==> config.mk <==
export PLATFORM = sky130hd
export DESIGN_NAME = seg_add_pipe
export DESIGN_NICKNAME = d
export VERILOG_FILES = /design/src/rtl/seg_add_pipe.sv
export SDC_FILE = /design/constraint.sdc
export NUM_CORES = 1
export LEC_CHECK = 0
export ABC_AREA = 1
export CORE_MARGIN = 5
export CORE_UTILIZATION = 57
export DETAILED_ROUTE_END_ITERATION = 10
export DONT_BUFFER_PORTS = 1
export PLACE_DENSITY = 0.8
export SETUP_SLACK_MARGIN = 0.3
export SLEW_MARGIN = 20
export SYNTH_ARGS = -nofsm -noshare
export SYNTH_HDL_FRONTEND = slang
export SYNTH_SLANG_ARGS = --single-unit
==> constraint.sdc <==
create_clock -name clk -period 6 [get_ports clk]
set_input_delay 0.6 -clock clk [delete_from_list [all_inputs] [get_ports clk]]
set_output_delay 0.6 -clock clk [all_outputs]
set_load 0.02 [all_outputs]
==> src/rtl/seg_add_pipe.sv <==
// Pipelined WIDTH-bit adder/subtractor: one SEG-bit ripple segment per stage,
// carry registered between stages, valid/ready handshakes on input and output.
module seg_add_pipe #(
  parameter int WIDTH = 32,
  parameter int SEG   = 8
) (
  input  logic             clk,
  input  logic             rst,
  input  logic             in_valid,
  output logic             in_ready,
  input  logic [WIDTH-1:0] a,
  input  logic [WIDTH-1:0] b,
  input  logic             ci,
  input  logic             sub,
  output logic             out_valid,
  input  logic             out_ready,
  output logic [WIDTH-1:0] s,
  output logic             co,
  output logic             ovf
);
  localparam int STAGES = WIDTH / SEG;

  logic             en;
  logic [WIDTH-1:0] b_eff;
  logic             c_eff;

  // One global enable: the whole pipe moves together or freezes together.
  assign en       = !out_valid || out_ready;
  assign in_ready = en;
  assign b_eff    = sub ? ~b : b;
  assign c_eff    = sub ? 1'b1 : ci;

  for (genvar i = 0; i < STAGES; i++) begin : g_stage
    localparam int REM_W  = WIDTH - i * SEG;
    localparam int DONE_W = (i + 1) * SEG;

    logic [REM_W-1:0]  rem_a;
    logic [REM_W-1:0]  rem_b;
    logic              c_in;
    logic              v_in;
    logic [SEG-1:0]    seg_s;
    logic [SEG:0]      carries;
    logic [DONE_W-1:0] sum_in;
    logic [DONE_W-1:0] sum_q;
    logic              carry_q;
    logic              valid_q;

    // rem_a/rem_b hold the operand segments not yet consumed; bit 0 is this stage's segment.
    if (i == 0) begin : g_head
      assign rem_a  = a;
      assign rem_b  = b_eff;
      assign c_in   = c_eff;
      assign v_in   = in_valid;
      assign sum_in = seg_s;
    end else begin : g_body
      assign rem_a  = g_stage[i-1].g_fwd.a_q;
      assign rem_b  = g_stage[i-1].g_fwd.b_q;
      assign c_in   = g_stage[i-1].carry_q;
      assign v_in   = g_stage[i-1].valid_q;
      assign sum_in = {seg_s, g_stage[i-1].sum_q};
    end

    always_comb begin
      carries[0] = c_in;
      seg_s      = '0;
      for (int j = 0; j < SEG; j++) begin
        seg_s[j]     = rem_a[j] ^ rem_b[j] ^ carries[j];
        carries[j+1] = (rem_a[j] & rem_b[j]) | (carries[j] & (rem_a[j] ^ rem_b[j]));
      end
    end

    always_ff @(posedge clk or posedge rst) begin
      if (rst) begin
        valid_q <= 1'b0;
        carry_q <= 1'b0;
        sum_q   <= '0;
      end else if (en) begin
        valid_q <= v_in;
        carry_q <= carries[SEG];
        sum_q   <= sum_in;
      end
    end

    if (i < STAGES - 1) begin : g_fwd
      logic [REM_W-SEG-1:0] a_q;
      logic [REM_W-SEG-1:0] b_q;

      always_ff @(posedge clk or posedge rst) begin
        if (rst) begin
          a_q <= '0;
          b_q <= '0;
        end else if (en) begin
          a_q <= rem_a[REM_W-1:SEG];
          b_q <= rem_b[REM_W-1:SEG];
        end
      end
    end else begin : g_last
      logic ovf_q;

      // Overflow is carry into the MSB xor carry out of it, both known only here.
      always_ff @(posedge clk or posedge rst) begin
        if (rst) begin
          ovf_q <= 1'b0;
        end else if (en) begin
          ovf_q <= carries[SEG-1] ^ carries[SEG];
        end
      end
    end
  end

  assign out_valid = g_stage[STAGES-1].valid_q;
  assign s         = g_stage[STAGES-1].sum_q;
  assign co        = g_stage[STAGES-1].carry_q;
  assign ovf       = g_stage[STAGES-1].g_last.ovf_q;

endmodule
==> run_results.csv <==
group,metric,value,unit
run_status,status,"finished clean",
critical_path,crit_path_start_kind,"primary input",
critical_path,arrival,4.16,ns
hold_path,hp-class,"primary input to async pin",
sta,fin_ws,2.11,ns
global_routing,grt_pass1_wl,25800,µm
floorplan,die_w,129,µm
critical_path,required,6.27,ns
cts,clkTransAtPathRegs,0.06,ns
synthesis,synthDistinctLibCells,14,
synthesis,synth_top_cell_by_area,"dfrtp_1",
detailed_routing,post_drt_wl_per_cell,14.5,µm
floorplan,fp.dieArea,0.0165,mm²
global_routing,grt_use_total,0.199,
sta,relSlewSlack,0.381,
sta,finalSetupViolCount,0,
sta,finClkSkew,0.00733,ns
synthesis,yosysTopAreaCellShare,0.578,
detailed_routing,drtIter0Drc,319,
placed_design,post-dp-hpwl,9930,µm
critical_path,r2r_cells,12,
cts,post_cts_resized,0,
cells_and_area,drive_gt1_frac,0.0452,
critical_path,rr_startpoint,"g_stage[2].g_fwd.b_q[0]",
sta,tightest_slew,0.929,ns
synthesis,ys_warn_count,0,
critical_path,crit_fanout,34,
synthesis,synthTopCellsByArea,"dfrtp_1 58%, nand2_1 18%, fa_1 8.0%",
synthesis,synth_seq_cells,185,
critical_path,slowest_delay,0.44,ns
cts,clk_path_buf_depth,2,
floorplan,core_area,0.0138,mm²
synthesis,synth_adder_area_share,0.0800,
synthesis,synth_compound_area_frac,0.0625,
synthesis,synth_top_family_by_area,"simple AND/OR/NAND/NOR gates",
detailed_routing,viasPerCell,5.01,
floorplan,fp-row-count,43,
cts,clock_latency,0.43,ns
power,p_per_area,541,mW/mm²
critical_path,critPathCaptureType,"flip-flop",
global_routing,antenna_found_initial,0,
placed_design,io_buffers,0,
sta,hold-worst-slack,0.156,ns
placed_design,globalplace.congestion,0.790,
cts,htreeDepth,4,
detailed_routing,wl,15100,µm
flow_run,drv_cap,0,
power,power_leakage,4.45,nW
floorplan,die_h,129,µm
synthesis,syn_area_per_cell,9.17,µm²
detailed_routing,vias,5230,
cts,cts.sinks,185,
synthesis,synthesis.instances,873,
cts,cts_tree,"built",
cells_and_area,nNetsFinal,952,
critical_path,rrSetupSlack,2.15,ns
global_routing,grt_max_degree,116,
synthesis,synthMuxAreaShare,0,
global_routing,grt_overflow,0,
critical_path,r2r-end,"s[31]",
sta,fin_crit,3.89,ns
sta,fin_crit_sh,0.648,
sta,maxSlewViolCount,0,
synthesis,synth-simple-area-share,0.195,
sta,max_freq,257,MHz
cts,postCtsSetupRepairBufs,0,
sta,hold_viol_final,0,
synthesis,synth_nets,975,
synthesis,synthXorXnorAreaFrac,0.00875,
floorplan,io_pins,106,
sta,finalSetupTns,0,ns
cells_and_area,syn_to_final_growth,8.01,%
critical_path,cpMaxStageDelayCell,"fa_1",
critical_path,crit_start,"sub",
cells_and_area,fin_area,0.00865,mm²
detailed_routing,remaining_drc_errors,0,
critical_path,crit_top_cell,"fa_1",
critical_path,critPathKind,"primary input to flip-flop",
critical_path,path_cells,"xor2_1 > fa_1 > inv_1 > fa_1 > fa_1 > fa_1 > fa_1 > fa_1 > fa_1 > inv_1 > fa_1 > nand2_1 > o21ai_0",
placed_design,place_area,0.00804,mm²
sta,rsz0062_at_grt,"no",
cells_and_area,antenna_cells,0,
placed_design,dp_slack,1.69,ns
synthesis,syn-cell-area,0.00801,mm²
detailed_routing,ant_nets,0,
synthesis,synth-seq-area-share,0.578,
detailed_routing,drt-pass1-iter-count,4,
cts,cts-root-buf,"clkbuf_16",
global_routing,grt_pass1_vias,5206,
cts,cts_buffers,17,
cts,hold_buffers,0,
power,ir_drop,0.000216,V
floorplan,initial_core_util,0.579,
## metrics by stage
step	util	total power [mW]	instances
detailed placement	0.581	3.58	1011
CTS	0.626	4.74	1043
floorplan	-	3.22	873
global route	0.626	5.08	1043
finish	0.626	4.68	1043
global placement	0.581	3.47	1011
## kinds of logic (layout without fill, tap and decap cells)
group | Yosys count | count (layout)
compound gates | 100 | 100
xor+xnor | 8 | 8
fa+ha+maj | 32 | 32
buf+inv | 142 | 132
flops | 185 | 185
simple gates | 406 | 406
## worst max-delay path: cells and delay by family
family	cells	cell delay, ns
AO/OA/AOI/OAI	1	0.11
XOR/XNOR	1	0.19
adder cells (fa/ha/maj)	8	3.02
buffers and inverters	2	0.14
AND/OR/NAND/NOR	1	0.08
## area by class of cell
cell class                      count  area, µm²
Timing Repair Buffer                4       30.0
Tap cell                          180        225
Clock inverter                     11        144
Inverter                           96        368
Clock buffer                       21        470
Fill cell                        1138       5180
Sequential cell                   185       4630
Multi-Input combinational cell    546       2780
## synth_stat cells
cell      number
dfrtp_1      185
xnor2_1        6
or2_2          1
fa_1          32
o21ai_0       89
nor2_4         1
buf_2         32
buf_4          8
nand2_1      379
o21ai_1       11
nand3_1       25
clkbuf_1       6
xor2_1         2
inv_1         96
## report_power, final
group          switching (mW)  internal [mW]
combinational           0.786          0.483
clock                   0.462          0.688
sequential              0.459           1.80
total                    1.71           2.97
## placed cells by master (no fill, tap or decap), drive strengths merged
cell type	instances
nand2	379
dfrtp	185
o21ai	100
inv	97
fa	32
nand3	25
clkbuf	21
xnor2	6
clkinvlp	4
buf	4
clkinv	3
bufinv	3
xor2	2
nor2	1
or2	1
## registers in the layout, indices dropped and copies added, names as in the netlist
signal and flops:
s 32, out_valid 1, g_stage.g_fwd.a_q 48, g_stage.sum_q 48, g_stage.carry_q 3, g_stage.g_fwd.b_q 48, g_stage.valid_q 3, co 1
ovf 1
## routing by layer
layer,part of all wire,vias to the layer above,global-route usage
li1,-,2602,-
met1,0.43,2498,0.266
met2,0.49,105,0.313
met3,0.058,25,0.0548
met4,0.025,0,0.0784
met5,0,-,0
## worst max path at each step
stage                           endpoint  slack [ns]  cells after the start
floorplan                             co        0.37                      1
global placement     g_stage[0].sum_q[7]        1.90                     13
detailed placement   g_stage[0].sum_q[7]        1.69                     13
CTS                                s[31]        2.13                     12
global route        g_stage[1].sum_q[15]        1.95                     12
finish               g_stage[0].sum_q[7]        2.11                     13
(Power assumes the default switching activity.)
